[src/rtl/ram_wr_ctrl.sv]
// RAM write controller: stores one ROW x CLO row-major frame, then hands it to the column reader.
// Optional macro RAM_WR_CTRL_SOF_EN adds in_sof frame alignment and the sof_err pulse.
module ram_wr_ctrl #(
    parameter int unsigned ADDR_WIDTH = 18,
    parameter int unsigned DATA_WIDTH = 32,
    parameter int unsigned ROW        = 64,
    parameter int unsigned CLO        = 2400
) (
    input  logic                  clk,
    input  logic                  rst,
    input  logic                  in_valid,
    input  logic [DATA_WIDTH-1:0] in_data,
`ifdef RAM_WR_CTRL_SOF_EN
    input  logic                  in_sof,
    output logic                  sof_err,
`endif
    output logic                  in_ready,
    output logic                  wr_en,
    output logic [ADDR_WIDTH-1:0] wr_addr,
    output logic [DATA_WIDTH-1:0] wr_data,
    output logic                  rd_command,
    input  logic                  rd_finish,
    output logic                  busy,
    output logic [15:0]           frame_cnt
);
    localparam logic [ADDR_WIDTH-1:0] LAST_ADDR = ADDR_WIDTH'(ROW * CLO - 1);

    typedef enum logic [1:0] {IDLE, WRITE, WAIT_RD} state_t;

    state_t                state;
    logic [ADDR_WIDTH-1:0] cnt;
    logic                  cmd_pend;
    logic                  accept;

    always_comb accept = in_valid && in_ready;

    always_ff @(posedge clk or posedge rst) begin
        if (rst) begin
            state      <= IDLE;
            cnt        <= '0;
            cmd_pend   <= 1'b0;
            in_ready   <= 1'b0;
            wr_en      <= 1'b0;
            wr_addr    <= '0;
            wr_data    <= '0;
            rd_command <= 1'b0;
            busy       <= 1'b0;
            frame_cnt  <= '0;
`ifdef RAM_WR_CTRL_SOF_EN
            sof_err    <= 1'b0;
`endif
        end else begin
            wr_en      <= 1'b0;
            rd_command <= 1'b0;
`ifdef RAM_WR_CTRL_SOF_EN
            sof_err    <= 1'b0;
`endif
            case (state)
                IDLE, WRITE: begin
                    in_ready <= 1'b1;
                    if (accept) begin
`ifdef RAM_WR_CTRL_SOF_EN
                        // Early sof restarts the frame at address 0; a word at address 0 without sof is dropped.
                        if (in_sof && cnt != '0) begin
                            wr_en   <= 1'b1;
                            wr_addr <= '0;
                            wr_data <= in_data;
                            cnt     <= ADDR_WIDTH'(1);
                            sof_err <= 1'b1;
                        end else if (!in_sof && cnt == '0) begin
                            sof_err <= 1'b1;
                        end else
`endif
                        begin
                            wr_en   <= 1'b1;
                            wr_addr <= cnt;
                            wr_data <= in_data;
                            busy    <= 1'b1;
                            if (cnt == LAST_ADDR) begin
                                cnt      <= '0;
                                state    <= WAIT_RD;
                                in_ready <= 1'b0;
                                cmd_pend <= 1'b1;
                            end else begin
                                cnt   <= cnt + ADDR_WIDTH'(1);
                                state <= WRITE;
                            end
                        end
                    end
                end
                WAIT_RD: begin
                    in_ready <= 1'b0;
                    // The command waits one cycle so the final RAM write lands before the reader starts.
                    if (cmd_pend) begin
                        cmd_pend   <= 1'b0;
                        rd_command <= 1'b1;
                        frame_cnt  <= frame_cnt + 16'd1;
                    end else if (rd_finish) begin
                        state <= IDLE;
                        busy  <= 1'b0;
                    end
                end
                default: begin
                    state <= IDLE;
                    busy  <= 1'b0;
                end
            endcase
        end
    end
endmodule

[config.mk]
export PLATFORM = sky130hd
export DESIGN_NAME = ram_wr_ctrl
export DESIGN_NICKNAME = d
export VERILOG_FILES = /design/src/rtl/ram_wr_ctrl.sv
export SDC_FILE = /design/constraint.sdc
export NUM_CORES = 1
export LEC_CHECK = 0
export CAP_MARGIN = 20
export CORE_ASPECT_RATIO = 0.75
export CORE_UTILIZATION = 40
export DETAILED_ROUTE_END_ITERATION = 8
export DONT_BUFFER_PORTS = 1
export GPL_TIMING_DRIVEN = 0
export HOLD_SLACK_MARGIN = 0.06
export PLACE_DENSITY = 0.61
export SETUP_SLACK_MARGIN = 0.05
export SYNTH_ARGS = -nofsm -noshare
export SYNTH_HDL_FRONTEND = slang
export SYNTH_SLANG_ARGS = --single-unit
[constraint.sdc]
create_clock -name clk -period 4.6 [get_ports clk]
set_input_delay 0.69 -clock clk [delete_from_list [all_inputs] [get_ports clk]]
set_output_delay 0.69 -clock clk [all_outputs]
set_load 0.03 [all_outputs]
Yosys cells after proc, flatten, opt, wreduce, memory -nomap -nowiden
Cells that the tools add are included.

word-level totals
  output and inout port bits = 70
  memory bits (read-only) = 0
  logic and storage cells = 47
  latch bits = 0
  bits in registers = 91
  input bits = 36
  memories = 0
  bits in writable memories = 0

operators by class
  equality and inequality tests = 7
  div/mod/pow operators = 0
  magnitude comparators = 0
  shift operators = 0
  multipliers = 0
  reductions and logical operators = 8
  add/sub/neg operators = 2
  bitwise logic cells = 0
  mux-type cells = 20

operators by type and width
  cell                                                  count
  adder 18 x 1 -> 18 bit (second input constant)        1
  equality test 18 bit (second input constant)          1
  two-way mux 18 bit                                    1
  adder 16 x 1 -> 16 bit (second input constant)        1
  two-way mux 1 bit                                     11
  two-way mux 2 bit                                     4
  inequality test 2 bit (second input constant)         4
  case mux 1 bit (2 select lines)                       3
  AND reduction 3 bit                                   2
  case mux 2 bit (2 select lines)                       1
  AND reduction 2 bit                                   2
  equality test 2 x 1 -> 1 bit (second input constant)  1
  equality test 2 bit (second input constant)           1
  zero test 2 bit                                       1
  nonzero test 2 bit                                    1
  OR reduction 2 bit                                    1
  logical AND 1 bit                                     1

Depth between registers and ports, before layout
Gate-level depths: netlist (run 1).

  depth after elaboration = 4
  depth in mapped cells = 6
  depth with buffers taken out = 5

Least setup slack after synthesis (run 1)
Ideal clock, no wire load.

  path kind = in2reg
  start = input in_valid
  end = register cnt[14]
  stages on the path = 5
  setup slack = 2791 ps
  setup time = 124 ps
  required time = 4476 ps
  arrival = 1685 ps
  path through = nand3b_4 -> or4_4 -> buf_6 -> o21ai_1 -> o21ai_1

on the way
  longest elaborated chain between the ends = 2

RTL lines
  element                               RTL line  RTL
  start, declared                       11        input logic in_valid,
  logical AND 1 bit                     35        always_comb accept = in_valid && in_ready;
  AND reduction 2 bit (no source line)  -
  end signal, assigned                  85        cnt <= cnt + ADDR_WIDTH'(1);
  end, declared                         31        logic [ADDR_WIDTH-1:0] cnt;

No other way between the ends.
A chain may end at the register's enable or synchronous reset.

Worst setup path in the final report (run 1)
  start = register in_ready
  end = register cnt[17]

on the way
  longest elaborated chain between the ends = 2

RTL lines
  element                               RTL line  RTL
  start, declared                       17        output logic in_ready,
  start signal, assigned                42        in_ready <= 1'b0;
  start signal, assigned                60        in_ready <= 1'b1;
  start signal, assigned                82        in_ready <= 1'b0;
  logical AND 1 bit                     35
  AND reduction 2 bit (no source line)  -

No other way between the ends.

==> run summary, run 1 <==
======================================================================================================
GRT Residual Overflow                                                                                0
Max VDD drop                                                                                  0.183 mV
Horizontal extent of the die                                                                    114 um
HPWL after DPL                                                                                 5070 um
Via density per instance                                                                          4.88
Mapped Cells                                                                                       380
Pin count of the biggest net entering global routing                                                73
Post-CTS Repair Setup Buffers                                                                        0
Category of the critical setup timing path                                                  reg -> reg
Cells taking the most area after synthesis                                                dfrtp_1 (60%), nand2_1 (16%), xnor2_1 (4.7%), nand3_1 (1.7%), xor2_1 (1.6%)
Clock root buffer                                                                            clkbuf_16
Routability Congestion                                                                           0.788
Register bit count reported by yosys                                                                91
Number of flops mapped to enable cells by yosys                                                      0
Data arrival time of the critical path                                                         2.08 ns
Status                                                                                       completed
Cell type with the highest aggregate area in the netlist                                       dfrtp_1
Worst slew pin tran                                                                           0.580 ns
Class of the tightest hold or removal check                                                in -> async
Met1 usage                                                                                       0.216
Number of buffers added by the clock tree synthesis step                                             9
Sum of routed wire length over all layers                                                      7380 um
Via total after detailed routing                                                                  2561
Cell count after placement                                                                         509
Fraction of layout cells with a size suffix above 1                                             0.0781
Top FF cell, synth                                                                             dfrtp_1
Gates resized, CTS repair                                                                            0
Top-level port count                                                                               106
Instance area after placement                                                               3960 sq um
Antenna violations before repair                                                                     0
Warnings from Yosys                                                                                  0
Seq. cell area                                                                              2280 sq um
Fraction of post-synthesis cell area in the top cell type by area                                0.605
Power per cell area                                                                        434 nW/um^2
Total global-route track usage                                                                   0.159
Count of input and output buffers                                                                    0
Via count of the first global-routing pass                                                        2492
Number of hold violations in the final report                                                        0
Mapped Area                                                                                 3770 sq um
Clock skew after layout                                                                      0.0114 ns
Global-route met2 utilization                                                                    0.242
Multi-input gate area                                                                       1410 sq um
Highest-utilization routing layer at the global route stage                                       met2
Dominant cell by count in the synthesized netlist                                              nand2_1
Row count                                                                                           30
Number of maximum-capacitance constraint violations                                                  0
Cell types with the highest counts after synthesis                                        nand2_1 (164), dfrtp_1 (91), xnor2_1 (20)
Hold-fix buffers, CTS                                                                                0
CTS tree                                                                                         built
Global-route wire length before repair                                                        12200 um
Data required time at the worst endpoint                                                       4.82 ns
Post-layout minimum cycle time                                                                 1.86 ns
Number of remaining DRC errors                                                                       0
Core box area                                                                               9080 sq um
Startpoint Class                                                                              register
Clock buffer depth                                                                                   2
Met3 GRT Util                                                                                   0.0565
Number of distinct library cell variants in the gate-level netlist after synthesis                  40
Clock insertion delay at the later pin of the skew report                                      0.34 ns
Antenna diode instance count                                                                         0
WL per Instance                                                                                14.1 um
Cell leakage power                                                                             2.11 nW
CTS H-tree lvls                                                                                      3
Final net count                                                                                    430
Number of nets produced by synthesis                                                               418
Final period util                                                                                0.405
Pre-Repair DR Iteration Count                                                                        4
Total die area                                                                              9810 sq um
Share of async-settable or async-resettable flops after synthesis                                 1.00
Number of nets with antenna violations after detailed routing                                        0
Final Instance Area                                                                         4240 sq um
Nature of the critical path endpoint                                                          register
TNS Setup                                                                                         0 ns
Number of clock sinks seen by CTS                                                                   91
Clock transition at the register clock pins on the worst setup and hold paths after CTS        0.07 ns
Vertical die dimension                                                                         86.0 um
CP Max Fanout                                                                                        9
Initial DRC count                                                                                  153
Number of filler cells placed in the layout                                                        924
Area added between synthesis and finish                                                          12.6%
Synthesized area per cell                                                                   9.91 sq um
Initial core utilization                                                                         0.415
Post-layout util                                                                                 0.467
Count of final setup violators                                                                       0
Number of pins with negative max-slew slack in the final report                                      0
Highest clock frequency the design can meet                                                    537 MHz
Non-filler instance count after layout                                                             525
Rel. slew slack                                                                                  0.610
Sequential share of the synthesized area                                                         0.605
Setup repair after global routing missed its margin                                              false
======================================================================================================
-- cell usage in the layout (no fill, tap or decap), types with 2 or more instances in the layout --
cell	count
a21oi_1	4
and2_1	2
and4_1	4
and4bb_2	2
clkbuf_1	11
clkbuf_16	9
clkinvlp_4	2
dfrtp_1	91
ha_1	2
inv_1	4
inv_6	3
nand2_1	164
nand3_1	13
nand3b_1	2
nand4_1	5
nor2_1	7
nor2b_1	2
nor3_1	6
nor4_1	4
o21a_1	2
o21ai_0	4
o21ai_1	4
xnor2_1	20
xor2_1	7
-- final timing paths --
path                        startpoint          end  slack (ns)  cells past startpoint
max                           in_ready      cnt[17]        2.74                      5
min reg2reg                    cnt[16]      cnt[16]        0.52                      1
min in group clk           in_data[26]  wr_data[26]        0.45                      2
max in group asynchronous          rst         busy        3.79                      2
min                                rst  wr_addr[13]        0.17                      1
max reg2reg                   in_ready      cnt[17]        2.74                      5
-- worst max-delay path: stages, from the launching register on --
cell	delay (ns)
dfrtp_1	0.59
nand3b_4	0.21
or4_4	0.57
buf_6	0.15
nor2_8	0.14
nor3_1	0.07
-- routing by layer --
metal	up-vias	routed length (um)
met3	6	438
li1	1251	-
met5	-	0
met1	1240	3630
met4	0	30
met2	64	3290
-- registers in the layout (all words and copies together), names as in the netlist --
register,count
wr_data,32
cnt,18
wr_addr,18
frame_cnt,16
state,2
busy,1
cmd_pend,1
in_ready,1
rd_command,1
wr_en,1
-- layout make-up --
type	count	share of cell area
timing repair buffer	1	0.00649
tap	128	0.0378
sequential	91	0.537
clock buffer	9	0.0531
buffer	14	0.0145
inverter	6	0.00590
clock inverter	7	0.0136
multi-input combinational	269	0.331
-- power by group --
part / switching [mW] / internal [mW] / total, mW
combinational: 0.0762 / 0.0443 / 0.120
clock: 0.326 / 0.375 / 0.701
sequential: 0.156 / 0.863 / 1.02
total: 0.559 / 1.28 / 1.84
-- stage by stage --
| step | setup WS (ns) | hold slack, ns | power, mW |
|---|---|---|---|
| 2_1_floorplan | 1.55 | 0.473 | 1.11 |
| 3_3_place_gp | 0.569 | 0.503 | 1.15 |
| 3_5_place_dp | 2.66 | 0.509 | 1.16 |
| 4_1_cts | 2.71 | 0.169 | 1.87 |
| 5_1_grt | 2.55 | 0.175 | 1.92 |
| 6_report | 2.74 | 0.173 | 1.84 |
-- logic make-up (layout without fill, tap and decap cells) --
kind of cell,Yosys count,in the layout,share of synthesized area
XOR/XNOR,27,27,0.0628
multiplexers,2,2,0.00565
flip-flops,91,91,0.605
AO/OA/AOI/OAI,18,18,0.0282
adder cells (fa/ha/maj),2,2,0.00664
buffers and inverters,20,37,0.0223
AND/OR/NAND/NOR,220,220,0.270
(Power assumes the default switching activity.)
==> run 2, diff against run 1 <==
- clock period: 4.6 -> 1.9 ns (I/O delays scaled with it)
==> run summary, run 2 (synthesized netlist as in run 1, its figures left out) <==
======================================================================================================
Status                                                                                       completed   unchanged
Final net count                                                                                    465   was 430
Pin count of the biggest net entering global routing                                                35   was 73
Category of the critical setup timing path                                                  reg -> reg   unchanged
Clock transition at the register clock pins on the worst setup and hold paths after CTS        0.06 ns   was 0.07 ns
Rel. slew slack                                                                                  0.533   was 0.610
Instance area after placement                                                               3970 sq um   was 3960 sq um
Routability Congestion                                                                           0.765   was 0.788
Number of maximum-capacitance constraint violations                                                  0   unchanged
Startpoint Class                                                                              register   unchanged
Via density per instance                                                                          4.84   was 4.88
CTS tree                                                                                         built   unchanged
Clock skew after layout                                                                     0.00472 ns   was 0.0114 ns
Pre-CTS worst setup slack                                                                   0.00365 ns   was 2.66 ns
Via count of the first global-routing pass                                                        2702   was 2492
TNS Setup                                                                                         0 ns   unchanged
Number of hold violations in the final report                                                        0   unchanged
Total global-route track usage                                                                   0.170   was 0.159
Cell count after placement                                                                         510   was 509
Row count                                                                                           30   unchanged
Logic depth of the worst register-to-register path                                                   5   unchanged
Largest stage delay on the critical path                                                       0.57 ns   was 0.59 ns
CP Max Fanout                                                                                        9   unchanged
Antenna diode instance count                                                                         0   unchanged
Max reg flops                                                                                       32   unchanged
Final Instance Area                                                                         4650 sq um   was 4240 sq um
Highest clock frequency the design can meet                                                    568 MHz   was 537 MHz
Via total after detailed routing                                                                  2712   was 2561
Global-route wire length before repair                                                        12900 um   was 12200 um
Hold Path Sink                                                                             wr_data[21]
Top reg by flops                                                                               wr_data   unchanged
Sum of routed wire length over all layers                                                      7730 um   was 7380 um
Reg-to-Reg End                                                                                cmd_pend   was cnt[17]
Total die area                                                                              9810 sq um   unchanged
Class of the tightest hold or removal check                                                  in -> reg   was in -> async
Commonest non-fill, non-tap cell in the layout                                                 nand2_1   unchanged
Final period util                                                                                0.926   was 0.405
Clock insertion delay at the later pin of the skew report                                      0.33 ns   was 0.34 ns
Number of clock sinks seen by CTS                                                                   91   unchanged
Ordered list of cells on the worst path                                                   nand3b_4, or4_4, buf_6, nor2_8, o21a_1   was nand3b_4, or4_4, buf_6, nor2_8, nor3_1
Setup slack of the worst register-to-register path                                             0.14 ns   was 2.74 ns
CTS H-tree lvls                                                                                      3   unchanged
Power per cell area                                                                       1030 nW/um^2   was 434 nW/um^2
Non-filler instance count after layout                                                             560   was 525
Fraction of layout cells with a size suffix above 1                                             0.0972   was 0.0781
GRT Residual Overflow                                                                                0   unchanged
Min setup slack post-route                                                                    0.141 ns   was 2.74 ns
WL per Instance                                                                                13.8 um   was 14.1 um
Max VDD drop                                                                                  0.761 mV   was 0.183 mV
Nature of the critical path endpoint                                                          register   unchanged
Setup repair after global routing missed its margin                                               true   was false
Largest registers                                                                         wr_data (32), cnt (18), wr_addr (18)   unchanged
Top-level port count                                                                               106   unchanged
Most used cells in the layout excluding fill and tap cells                                nand2_1 (163), dfrtp_1 (89), dlygate4sd3_1 (31), xnor2_1 (20), nand3_1 (13)   was nand2_1 (164), dfrtp_1 (91), xnor2_1 (20), nand3_1 (13), clkbuf_1 (11)
Antenna violations before repair                                                                     0   unchanged
Horizontal extent of the die                                                                    114 um   unchanged
Number of pins with negative max-slew slack in the final report                                      0   unchanged
Area added between synthesis and finish                                                          23.6%   was 12.6%
Worst slew pin tran                                                                           0.699 ns   was 0.580 ns
Initial DRC count                                                                                  129   was 153
Slowest cell on the critical path                                                                or4_4   was dfrtp_1
HPWL after DPL                                                                                 5350 um   was 5070 um
Clock root buffer                                                                            clkbuf_16   unchanged
Clock buffer depth                                                                                   2   unchanged
Initial core utilization                                                                         0.415   unchanged
Pre-Repair DR Iteration Count                                                                        4   unchanged
Data required time at the worst endpoint                                                       2.17 ns   was 4.82 ns
Number of nets with antenna violations after detailed routing                                        0   unchanged
Startpoint of the worst hold path                                                          in_data[21]
Count of final setup violators                                                                       0   unchanged
Count of input and output buffers                                                                    0   unchanged
Number of remaining DRC errors                                                                       0   unchanged
Cell leakage power                                                                             2.28 nW   was 2.11 nW
Worst hold path depth                                                                                2
Number of filler cells placed in the layout                                                        842   was 924
Core box area                                                                               9080 sq um   unchanged
Vertical die dimension                                                                         86.0 um   unchanged
Reg2Reg Launch Point                                                                          state[1]   was in_ready
Data arrival time of the critical path                                                         2.03 ns   was 2.08 ns
Number of buffers added by the clock tree synthesis step                                             9   unchanged
Post-layout minimum cycle time                                                                 1.76 ns   was 1.86 ns
======================================================================================================
## run 2: cell count changes in the layout (fill, tap and decap cells not counted), moves of 2 or more
| cell | delta |
|---|---|
| buf_4 | +3 |
| dfrtp_2 | +2 |
| dlygate4sd3_1 | +31 |
| clkbuf_8 | +2 |
| bufinv_16 | +2 |
| clkbuf_2 | +2 |
| buf_12 | +2 |
| dfrtp_1 | -2 |
| inv_6 | -3 |
## run 2: how the worst max path moves through the flow
stage / start / to / slack (ns) / depth (start not counted)
after floorplan: in_ready / cnt[14] / 0.16 / 5
after global placement: in_ready / cnt[17] / 0.03 / 5
after detailed placement: in_ready / wr_data[1] / 0.004 / 5
after CTS: cnt[0] / cnt[16] / 0.04 / 5
after global routing: cnt[0] / cmd_pend / 0.04 / 6
final: state[1] / cmd_pend / 0.14 / 5
## run 2: report_power, final
group | switching (mW) | total, mW | internal [mW]
Sequential | 0.382 | 2.47 | 2.09
Combinational | 0.206 | 0.386 | 0.180
Clock | 0.700 | 1.92 | 1.22
Total | 1.29 | 4.78 | 3.49
## run 2: timing repair
| item | in CTS | in global routing |
|---|---|---|
| hold buffers | 31 | 0 |
| endpoints found under the hold margin | 61 | 0 |
| setup buffers | 0 | 3 |
| setup endpoints to repair | 22 | 61 |
| resized for setup | 1 | 9 |
## run 2: cell type report
class	count	area [sq um]	area share
plain buffers	14	63.8	0.0137
clock buffers	12	256	0.0551
clock inverters	4	72.6	0.0156
inverters	6	26.3	0.00565
multi-input cells	269	1420	0.305
flip-flops and latches	91	2280	0.490
well taps	128	160	0.0344
repair buffers	36	373	0.0801
## run 2: layer usage
layer  GRT usage  share of wire  vias to the layer above  wire length (um)
met1       0.216           0.45                     1307              3510
li1            -              -                     1322                 -
met3      0.0636          0.063                        7               490
met5           0              0                        -                 0
met2       0.278           0.47                       76              3660
met4      0.0390         0.0084                        0                65
## run 2: worst max-delay path, delay by kind of cell, from the launching register on
kind	cells	cell delay, ns
AOI/OAI and AO/OA	1	0.13
buffers and inverters	1	0.15
DFF	1	0.45
and+or+nand+nor	3	0.97
## run 2: per-stage QoR
step	total power, mW	hold slack, ns	util
3_3_place_gp	2.78	0.392	0.433
5_1_grt	5.00	0.0695	0.512
2_1_floorplan	2.70	0.390	-
6_report	4.78	0.0740	0.512
4_1_cts	4.82	0.0657	0.508
3_5_place_dp	2.81	0.305	0.437
==> run 3, diff against run 2 <==
- CORE_UTILIZATION: 40 -> 50
- PLACE_DENSITY: 0.61 -> 0.72
==> run summary, run 3 (synthesized netlist as in run 1, its figures left out) <==
======================================================================================================
Status                                                                                       completed   unchanged
Count of final setup violators                                                                       0   unchanged
Top-level port count                                                                               106   unchanged
Number of buffers added by the clock tree synthesis step                                             9   unchanged
Category of the critical setup timing path                                                  reg -> reg   unchanged
Via count of the first global-routing pass                                                        2692   was 2702
Pre-CTS worst setup slack                                                                    0.0336 ns   was 0.00365 ns
Class of the tightest hold or removal check                                                  in -> reg   unchanged
Horizontal extent of the die                                                                    102 um   was 114 um
CTS H-tree lvls                                                                                      3   unchanged
Power per cell area                                                                        902 nW/um^2   was 1030 nW/um^2
Clock buffer depth                                                                                   2   unchanged
Area added between synthesis and finish                                                          19.0%   was 23.6%
Worst slew pin tran                                                                           0.454 ns   was 0.699 ns
Cell leakage power                                                                             2.22 nW   was 2.28 nW
Number of filler cells placed in the layout                                                        622   was 842
Highest clock frequency the design can meet                                                    567 MHz   was 568 MHz
Post-layout minimum cycle time                                                                 1.76 ns   about the same
Number of hold violations in the final report                                                        0   unchanged
TNS Setup                                                                                         0 ns   unchanged
Number of clock sinks seen by CTS                                                                   91   unchanged
Fraction of layout cells with a size suffix above 1                                             0.0995   was 0.0972
Total global-route track usage                                                                   0.207   was 0.170
Antenna diode instance count                                                                         0   unchanged
Clock insertion delay at the later pin of the skew report                                      0.36 ns   was 0.33 ns
Clock transition at the register clock pins on the worst setup and hold paths after CTS        0.10 ns   was 0.06 ns
Pin count of the biggest net entering global routing                                                43   was 35
Data arrival time of the critical path                                                         2.00 ns   was 2.03 ns
CP Max Fanout                                                                                        8   was 9
Setup slack of the worst register-to-register path                                             0.14 ns   about the same
Vertical die dimension                                                                         77.2 um   was 86.0 um
WL per Instance                                                                                14.1 um   was 13.8 um
Nature of the critical path endpoint                                                          register   unchanged
Row count                                                                                           27   was 30
Startpoint Class                                                                              register   unchanged
Global-route wire length before repair                                                        12600 um   was 12900 um
Via density per instance                                                                          5.01   was 4.84
Clock root buffer                                                                             clkbuf_8   was clkbuf_16
Commonest non-fill, non-tap cell in the layout                                                 nand2_1   unchanged
Multi-input gate area                                                                       1420 sq um   about the same
Number of remaining DRC errors                                                                       0   unchanged
Pre-Repair DR Iteration Count                                                                        4   unchanged
Initial DRC count                                                                                  106   was 129
Core box area                                                                               7330 sq um   was 9080 sq um
Count of input and output buffers                                                                    0   unchanged
Seq. cell area                                                                              2280 sq um   about the same
Clock skew after layout                                                                     0.00891 ns   was 0.00472 ns
CTS tree                                                                                         built   unchanged
GRT Residual Overflow                                                                                0   unchanged
Data required time at the worst endpoint                                                       2.14 ns   was 2.17 ns
HPWL after DPL                                                                                 5030 um   was 5350 um
Final period util                                                                                0.929   was 0.926
Rel. slew slack                                                                                  0.697   was 0.533
Number of pins with negative max-slew slack in the final report                                      0   unchanged
Antenna violations before repair                                                                     0   unchanged
Total die area                                                                              7890 sq um   was 9810 sq um
Routability Congestion                                                                           0.749   was 0.765
Number of nets with antenna violations after detailed routing                                        0   unchanged
Largest registers                                                                         wr_data (32), cnt (18), wr_addr (18)   unchanged
Top reg by flops                                                                               wr_data   unchanged
Sum of routed wire length over all layers                                                      7510 um   was 7730 um
Most used cells in the layout excluding fill and tap cells                                nand2_1 (163), dfrtp_1 (88), dlygate4sd3_1 (33), xnor2_1 (20), nand3_1 (13)   was nand2_1 (163), dfrtp_1 (89), dlygate4sd3_1 (31), xnor2_1 (20), nand3_1 (13)
Max reg flops                                                                                       32   unchanged
Setup repair after global routing missed its margin                                               true   unchanged
Via total after detailed routing                                                                  2668   was 2712
Min setup slack post-route                                                                    0.136 ns   was 0.141 ns
Number of maximum-capacitance constraint violations                                                  0   unchanged
Max VDD drop                                                                                  0.665 mV   was 0.761 mV
Initial core utilization                                                                         0.514   was 0.415
Final net count                                                                                    465   unchanged
======================================================================================================
-- run 3: area by class of cell --
class,count,share of cell area
flip-flops and latches,91,0.509
multi-input cells,269,0.317
repair buffers,36,0.0843
well taps,101,0.0282
clock buffers,9,0.0276
plain buffers,14,0.0148
clock inverters,7,0.0134
inverters,6,0.00586
-- run 3: worst paths after layout --
path / start / cells past startpoint / endpoint
min: in_valid / 3 / state[0]
min in group asynchronous: rst / 2 / frame_cnt[12]
max: cnt[0] / 6 / cnt[17]
max in group asynchronous: rst / 4 / in_ready
min reg2reg: cnt[16] / 1 / cnt[16]
max reg2reg: cnt[0] / 6 / cnt[17]
-- run 3: what timing repair did --
action,in CTS,in global routing
buffers inserted,0,1
gates resized for setup,3,8
setup endpoints to repair,20,42
hold endpoints to repair,49,0
pin swaps,0,0
hold buffers,33,0
-- run 3: routing by layer --
layer  up-vias  GRT usage  wire length [um]  share of wire
li1       1320          -                 -              -
met1      1266      0.266              3430           0.46
met2        75      0.324              3510           0.47
met3         7     0.0830               507          0.068
met4         0     0.0514                53         0.0071
met5         -          0                 0              0
-- run 3: through the flow --
stage / total power [mW] / instances / utilization / hold WS [ns] / cell area [sq um]
after detailed placement: 2.81 / 483 / 0.537 / 0.179 / 3940
final: 4.04 / 533 / 0.611 / 0.110 / 4480
after global routing: 4.27 / 533 / 0.611 / 0.0849 / 4480
after floorplan: 2.70 / 380 / - / 0.390 / 3770
after global placement: 2.78 / 481 / 0.531 / 0.392 / 3900
after CTS: 4.09 / 532 / 0.608 / 0.0895 / 4450
-- run 3: worst max-delay path, cell delays in order (launching register included) --
cell and delay, ns:
dfrtp_1 0.41, ha_1 0.22, nand2_2 0.12, or4_4 0.53, buf_6 0.15, nor2_8 0.14
nor3_1 0.07
-- run 3: report_power, final --
| part | leakage, nW | internal [mW] | switching (mW) |
|---|---|---|---|
| logic | 0.949 | 0.161 | 0.200 |
| clock network | 0.0901 | 0.500 | 0.716 |
| registers | 1.18 | 2.09 | 0.377 |
